--- config.mk ---
export PLATFORM = sky130hd
export DESIGN_NAME = sseg_src_arbiter
export DESIGN_NICKNAME = d
export VERILOG_FILES = /design/src/rtl/sseg_pkg.sv /design/src/rtl/sseg_hold_timer.sv /design/src/rtl/sseg_src_arbiter.sv
export SDC_FILE = /design/constraint.sdc
export NUM_CORES = 1
export LEC_CHECK = 0
export BUFFER_PORTS_ARGS = -buffer_cell sky130_fd_sc_hd__buf_2
export CORE_AREA = 2 2 80 82
export DETAILED_ROUTE_END_ITERATION = 8
export DIE_AREA = 0 0 82 84
export GPL_ROUTABILITY_DRIVEN = 0
export SYNTH_ARGS = -nofsm -noshare
export SYNTH_HDL_FRONTEND = slang
export SYNTH_SLANG_ARGS = --single-unit
--- constraint.sdc ---
create_clock -name clk -period 2.65 [get_ports clk]
set_input_delay 0.53 -clock clk [delete_from_list [all_inputs] [get_ports clk]]
set_output_delay 0.53 -clock clk [all_outputs]
set_load 0.02 [all_outputs]
--- src/rtl/sseg_pkg.sv ---
// Types and helpers shared by the seven-segment display path: the arbiter,
// the BCD incrementor and the multiplexing driver.
package sseg_pkg;

    localparam int BCD_W = 12;

    typedef logic [BCD_W-1:0] bcd_t;

    typedef enum logic [1:0] {
        IDLE  = 2'd0,
        OWN_A = 2'd1,
        OWN_B = 2'd2
    } arb_state_t;

    typedef enum logic {
        SRC_A = 1'b0,
        SRC_B = 1'b1
    } src_t;

    function automatic src_t other_src(input src_t s);
        return (s == SRC_A) ? SRC_B : SRC_A;
    endfunction

endpackage

--- src/rtl/sseg_hold_timer.sv ---
// Minimum-hold timer for a display grant: loads HOLD_CYCLES-1 and counts down,
// sticking at zero. A grant may only be reconsidered once expired is high.
module sseg_hold_timer #(
    parameter int unsigned HOLD_CYCLES = 300000
) (
    input  logic clk,
    input  logic rst,
    input  logic load,
    output logic expired
);

    localparam int unsigned CNT_W = $clog2(HOLD_CYCLES + 1);
    localparam logic [CNT_W-1:0] RELOAD = CNT_W'(HOLD_CYCLES - 1);

    logic [CNT_W-1:0] cnt_q;
    logic [CNT_W-1:0] cnt_d;

    always_comb begin
        cnt_d = cnt_q;
        if (load) begin
            cnt_d = RELOAD;
        end else if (cnt_q != '0) begin
            cnt_d = cnt_q - 1'b1;
        end
    end

    always_ff @(posedge clk or posedge rst) begin
        if (rst) begin
            cnt_q <= '0;
        end else begin
            cnt_q <= cnt_d;
        end
    end

    assign expired = (cnt_q == '0);

endmodule

--- src/rtl/sseg_src_arbiter.sv ---
// Round-robin owner selection between two BCD sources for the shared display,
// with a minimum hold per grant so the shown digits never flicker.
module sseg_src_arbiter
    import sseg_pkg::*;
#(
    parameter int unsigned HOLD_CYCLES = 300000,
    parameter bcd_t        IDLE_BCD    = 12'h000
) (
    input  logic       clk,
    input  logic       rst,
    input  logic       req_a,
    input  logic [11:0] bcd_a,
    input  logic       req_b,
    input  logic [11:0] bcd_b,
    output logic       gnt_a,
    output logic       gnt_b,
    output logic [11:0] bcd_out,
    output logic       busy
);

    arb_state_t state_q, state_d;
    src_t       last_q, last_d;
    bcd_t       bcd_q, bcd_d;
    logic       gnt_a_q, gnt_b_q, busy_q;
    logic       load;
    logic       expired;
    logic       start_a;
    logic       start_b;

    sseg_hold_timer #(
        .HOLD_CYCLES(HOLD_CYCLES)
    ) u_hold_timer (
        .clk    (clk),
        .rst    (rst),
        .load   (load),
        .expired(expired)
    );

    always_comb begin
        state_d = state_q;
        last_d  = last_q;
        bcd_d   = bcd_q;
        load    = 1'b0;
        start_a = 1'b0;
        start_b = 1'b0;

        case (state_q)
            IDLE: begin
                // A tie goes to whichever source did not hold the last grant.
                if (req_a && (!req_b || last_q == SRC_B)) begin
                    start_a = 1'b1;
                end else if (req_b) begin
                    start_b = 1'b1;
                end else begin
                    bcd_d = IDLE_BCD;
                end
            end
            OWN_A: begin
                if (expired) begin
                    if (req_b) begin
                        start_b = 1'b1;
                    end else if (req_a) begin
                        bcd_d = bcd_a;
                    end else begin
                        state_d = IDLE;
                        bcd_d   = IDLE_BCD;
                    end
                end else if (req_a) begin
                    bcd_d = bcd_a;
                end
            end
            OWN_B: begin
                if (expired) begin
                    if (req_a) begin
                        start_a = 1'b1;
                    end else if (req_b) begin
                        bcd_d = bcd_b;
                    end else begin
                        state_d = IDLE;
                        bcd_d   = IDLE_BCD;
                    end
                end else if (req_b) begin
                    bcd_d = bcd_b;
                end
            end
            default: begin
                state_d = IDLE;
                bcd_d   = IDLE_BCD;
            end
        endcase

        // A fresh grant always restarts the hold window and shows the new digits at once.
        if (start_a) begin
            state_d = OWN_A;
            last_d  = SRC_A;
            load    = 1'b1;
            bcd_d   = bcd_a;
        end else if (start_b) begin
            state_d = OWN_B;
            last_d  = SRC_B;
            load    = 1'b1;
            bcd_d   = bcd_b;
        end
    end

    always_ff @(posedge clk or posedge rst) begin
        if (rst) begin
            state_q <= IDLE;
            last_q  <= SRC_B;
            bcd_q   <= IDLE_BCD;
            gnt_a_q <= 1'b0;
            gnt_b_q <= 1'b0;
            busy_q  <= 1'b0;
        end else begin
            state_q <= state_d;
            last_q  <= last_d;
            bcd_q   <= bcd_d;
            gnt_a_q <= (state_d == OWN_A);
            gnt_b_q <= (state_d == OWN_B);
            busy_q  <= (state_d != IDLE);
        end
    end

    assign gnt_a   = gnt_a_q;
    assign gnt_b   = gnt_b_q;
    assign busy    = busy_q;
    assign bcd_out = bcd_q;

endmodule

After elaboration in Yosys (flattened, before gate mapping)
Index checks and enable logic that the tools add are counted.
{"block": "word_totals", "reg_bits": 37, "in_bits": 28, "output_inout_bits": 15}
{"block": "classes", "addsub": 1, "n_eq_ne": 10, "mux": 36, "n_reduce_logical": 10}
{"op": "12-bit two-way mux", "count": 12}
{"op": "19-bit two-way mux", "count": 2}
{"op": "12-bit one-hot mux with 3 select lines", "count": 1}
{"op": "5-bit != test (second input constant)", "count": 4}
{"op": "19-bit zero test", "count": 1}
{"op": "19-bit nonzero test", "count": 1}
{"op": "19-bit by 1-bit subtractor with 19-bit output (second input constant)", "count": 1}
{"op": "2-bit two-way mux", "count": 8}
{"op": "1-bit two-way mux", "count": 10}
{"op": "4-bit != test (second input constant)", "count": 2}
{"op": "2-bit one-hot mux with 3 select lines", "count": 1}
{"op": "6-bit AND reduction", "count": 1}
{"op": "2-bit nonzero test", "count": 3}
{"op": "2-bit by 1-bit equality test with 1-bit output (second input constant)", "count": 2}
{"op": "2-bit equality test (second input constant)", "count": 2}
{"op": "1-bit one-hot mux with 2 select lines", "count": 2}
{"op": "2-bit zero test", "count": 1}
{"op": "1-bit logical AND", "count": 1}
{"op": "1-bit zero test", "count": 1}
{"op": "1-bit logical OR", "count": 1}

Longest topological paths before layout
{"block": "logic_depth", "ltp_word": 8, "depth_mapped": 9, "depth_no_buf": 7}

Cells and area by module
A second synthesis with hierarchy kept.
{"block": "hier_totals", "cells_unflattened": 213, "area_unflattened_um2": 2175.8}
{"module": "sseg_hold_timer", "n_inst": 1, "cells_per_inst": 116, "area_each_um2": 1122.3}
{"module": "sseg_src_arbiter", "n_inst": 1, "cells_per_inst": 97, "area_each_um2": 1053.5}

Worst setup path before layout
No wires, ideal clock.
{"block": "synth_path", "path_kind": "register to register", "startpoint": "register u_hold_timer.cnt_q[2]", "endpoint": "register bcd_q[4] (netlist: bcd_out[4])", "setup_ns": 0.082, "arrival_time_ns": 2.217, "t_required_ns": 2.568, "path_slack_ns": 0.352, "stages_incl_launch_ff": 9, "path_buffers": 3, "synth_period_minus_slack_ns": 2.298, "path_cell_list": "dfrtp_1 > or4_1 > clkbuf_2 > or4_4 > buf_6 > o21ai_4 > buf_6 > nand4_1 > a31oi_1"}
{"block": "synth_via", "elab_chain_len": 5}
{"element": "start: declaration", "line": "sseg_hold_timer.sv:15", "text": "logic [CNT_W-1:0] cnt_q;"}
{"element": "start signal: assignment", "line": "sseg_hold_timer.sv:31", "text": "cnt_q <= cnt_d;"}
{"element": "19-bit zero test (*)", "line": "sseg_hold_timer.sv:35", "text": "assign expired = (cnt_q == '0);"}
{"element": "1-bit two-way mux (tied with other cells)", "line": "sseg_src_arbiter.sv:73", "text": "if (expired) begin"}
{"element": "1-bit one-hot mux with 2 select lines / 12-bit one-hot mux with 3 select lines (equally long branches)", "line": "sseg_src_arbiter.sv:47", "text": "case (state_q)"}
{"element": "5-bit != test (no source line) (tied with other cells)"}
{"element": "6-bit AND reduction (no source line) / 12-bit two-way mux (equally long branches)"}
{"element": "end signal: assignment", "line": "sseg_src_arbiter.sv:110", "text": "bcd_q <= IDLE_BCD;"}
{"element": "end signal: assignment", "line": "sseg_src_arbiter.sv:117", "text": "bcd_q <= bcd_d;"}
{"element": "end: declaration", "line": "sseg_src_arbiter.sv:23", "text": "bcd_t bcd_q, bcd_d;"}
Every way passes the cells marked *; elsewhere a longest branch is shown, timed or not.
A chain may end at the register's enable or synchronous reset.

Final worst setup path
{"block": "layout_path", "startpoint": "register u_hold_timer.cnt_q[0]", "endpoint": "register u_hold_timer.cnt_q[9]"}
{"block": "layout_via", "elab_chain_len": 6}
{"element": "branches (longest 6 deep; another with 19-bit by 1-bit subtractor with 19-bit output)"}
Several ways; the timed one is not identified. The select of a mux whose other input is x is not followed.

==> reports/qor.yml <==
critical_path:
  crit_chain: "inv_1, ha_1, or3b_2, or4_4, o21ai_2, or4_1, nand3_1"
  crit_slowest_cell: "or4_4"
  worstPathMaxFanout: 10
  reg2reg_depth: 7
  arrival_ns: 2.67
  required_ns: 2.79
  r2r_start: "u_hold_timer.cnt_q[0]"
  r2r_slack_ns: 0.12
  critPathKind: "register to register"
  worstReg2RegEnd: "u_hold_timer.cnt_q[9]"
  cp_slowest_stage_delay_ns: 0.52
  endpoint_kind: "register"
  cp-start-kind: "register"
synthesis:
  synth_area_sq_um: 2150
  synth_commonest_cells: "36 x dfrtp_1, 19 x nor3_1, 17 x o21ai_0, 14 x nand2_1, 14 x nor2_1"
  synth_fp_nets: 271
  synthCells: 238
  avgSynthCellArea_sq_um: 9.02
  ys_top_cells_by_area: "dfrtp_1 42%, nor3_1 4.4%, o21ai_0 4.0%"
  synth_cell_types: 51
  synth_seq_cells: 37
  synth.yosys.seq_area_share: 0.432
  synth_top_area_share: 0.420
  synthFlopType: "dfrtp_1"
  synth_warnings: 0
  synth_top_cell_by_area: "dfrtp_1"
  synth.most_common_cell: "dfrtp_1"
  synth_edf_count: 0
  async_flop_share: 1.00
layout:
  n_antenna_cell: 0
  drive_gt1_frac: 0.251
  syn2layout_area_growth_pct: 19.2
  fillers: 645
  final-instance-count-excl-fill: 356
  nets: 311
  final_util: 0.420
clock_network:
  path_clk_slew_ns: 0.07
  ctsRootBufferMaster: "clkbuf_8"
  postCtsHoldBufs: 0
  clock_path_buffers: 2
  clock_sinks: 37
  numCtsBuffers: 5
  htree_levels: 2
  cts_tree: "built"
  clkLatencyLatePin_ns: 0.29
timing:
  setup_tns_ns: 0
  hold_violations: 0
  skew_ns: 0.00302
  setup_viol: 0
  hold_slack_ns: 0.343
  drv_slew: 0
  finalCritPeriodShare: 0.954
  worst_pin_slew_ns: 0.832
  period_minus_slack_ns: 2.53
  fmax_mhz: 395
  slew_headroom: 0.443
  grt_setup_unrepaired: "no"
  worst_slack_ns: 0.122
die:
  die_w_microns: 82
  initial_core_util: 0.352
  core_sq_um: 6100
  die_h_microns: 84
  rows: 29
  ioPinCount: 43
  dieArea_sq_um: 6890
detailed_routing:
  dr_wl_met3_microns: 208
  wl_per_cell_microns: 15.0
  wirelength_microns: 5340
  drc: 0
  met2_length_microns: 2500
  ant_nets: 0
  firstDrtPassIters: 4
  drt-met1-wl_microns: 2560
  drt_first_iter_violations: 95
  vias_per_cell: 5.45
  vias: 1939
  highest_layer: "met4"
global_route:
  grt_pass1_wl_microns: 8830
  gr-total-overflow: 0
  grt_antenna_before_repair: 0
  grt_max_degree: 38
  track_usage: 0.164
  grt_pass1_vias: 1870
pwr:
  p_leak_uw: 0.00105
  peakVddDrop_v: 0.000358
  p_per_area_nw_per_um2: 913
placement:
  dp.cells: 348
  dp_worst_setup_slack_ns: 0.139
  port_buffers: 42
  dp_hpwl_microns: 3810
outcome:
  outcome: "completed"
hold_path:
  worstHoldPathType: "input port to asynchronous set/reset pin"
job:
  maxCapViolations: 0
==> final cells by class <==
cell class / count / area (sq um) / share of cell area
clock buffer: 7 / 86.3 / 0.0337
sequential: 37 / 927 / 0.362
tap: 77 / 96.3 / 0.0377
clock inverter: 1 / 30.0 / 0.0117
inverter: 9 / 33.8 / 0.0132
multi-input combinational: 173 / 1100 / 0.430
timing repair buffer: 52 / 285 / 0.111
==> repair_timing <==
action	4_1_cts	5_1_grt
setup endpoints to repair	0	16
gates resized for setup	0	2
setup buffers	0	0
==> kinds of logic (layout without fill, tap and decap cells) <==
group / after synthesis / count (layout) / synth area share
and+or+nand+nor: 93 / 93 / 0.237
AOI/OAI and AO/OA: 65 / 65 / 0.201
DFF: 37 / 37 / 0.432
buffers and inverters: 28 / 69 / 0.0589
xor gates and xnor gates: 9 / 9 / 0.0367
adders and majority gates: 5 / 5 / 0.0292
muxes: 1 / 1 / 0.00466
==> metal layers <==
layer / global-route usage / vias to the layer above
met2: 0.253 / 34
met1: 0.226 / 927
met4: 0.0561 / 0
li1: - / 972
met5: 0 / -
met3: 0.0335 / 6
==> through the flow <==
| stage | cell area, sq um | total power, uW |
|---|---|---|
| after CTS | 2550 | 2360 |
| after floorplan | 2150 | 1570 |
| after global placement | 2430 | 1830 |
| final | 2560 | 2340 |
| after global routing | 2560 | 2530 |
| after detailed placement | 2430 | 1850 |
==> worst max-delay path, delay by kind of cell (launching register included) <==
family | cells | cell delay (ns)
flip-flops | 1 | 0.39
adder cells (fa/ha/maj) | 1 | 0.20
buffers and inverters | 1 | 0.11
AND/OR/NAND/NOR | 4 | 1.28
AO/OA/AOI/OAI | 1 | 0.41
==> cell usage in the layout (no fill, tap or decap), types with 2 or more instances in the layout <==
cell,n
nand3_1,6
nor4_1,2
o211ai_1,3
dfrtp_1,36
a21oi_1,9
a41oi_1,2
clkbuf_8,6
xnor2_1,5
o31ai_1,4
o21ai_0,17
or2_2,3
or4_1,6
and3_1,3
nand4b_1,2
nor3_1,19
nand4_1,13
a31oi_1,13
or3_1,3
nand2_1,14
nor2_1,13
buf_4,10
ha_1,5
inv_1,9
buf_2,42
xor2_1,4
o41ai_1,2
==> state kept, by name (all words and copies together), names as in the netlist <==
signal,cells
bcd_out,12
busy,1
gnt_a,1
gnt_b,1
last_q,1
state_q,2
u_hold_timer.cnt_q,19
==> power by group <==
group	internal [uW]	total, uW	switching [uW]
clock	307	506	199
sequential	723	813	90.4
combinational	375	1020	643
==> worst max-delay path by stage <==
stage                                startpoint               endpoint  slack, ns  cells after the start
after floorplan           u_hold_timer.cnt_q[2]             bcd_out[4]       0.35                      8
after global placement    u_hold_timer.cnt_q[0]  u_hold_timer.cnt_q[9]       0.18                      7
after detailed placement  u_hold_timer.cnt_q[0]  u_hold_timer.cnt_q[1]       0.14                      7
after CTS                 u_hold_timer.cnt_q[0]  u_hold_timer.cnt_q[7]       0.11                      7
after global routing      u_hold_timer.cnt_q[0]             bcd_out[2]      0.004                      7
final                     u_hold_timer.cnt_q[0]  u_hold_timer.cnt_q[9]       0.12                      7
No activity file was read; power rests on OpenSTA's default activity.
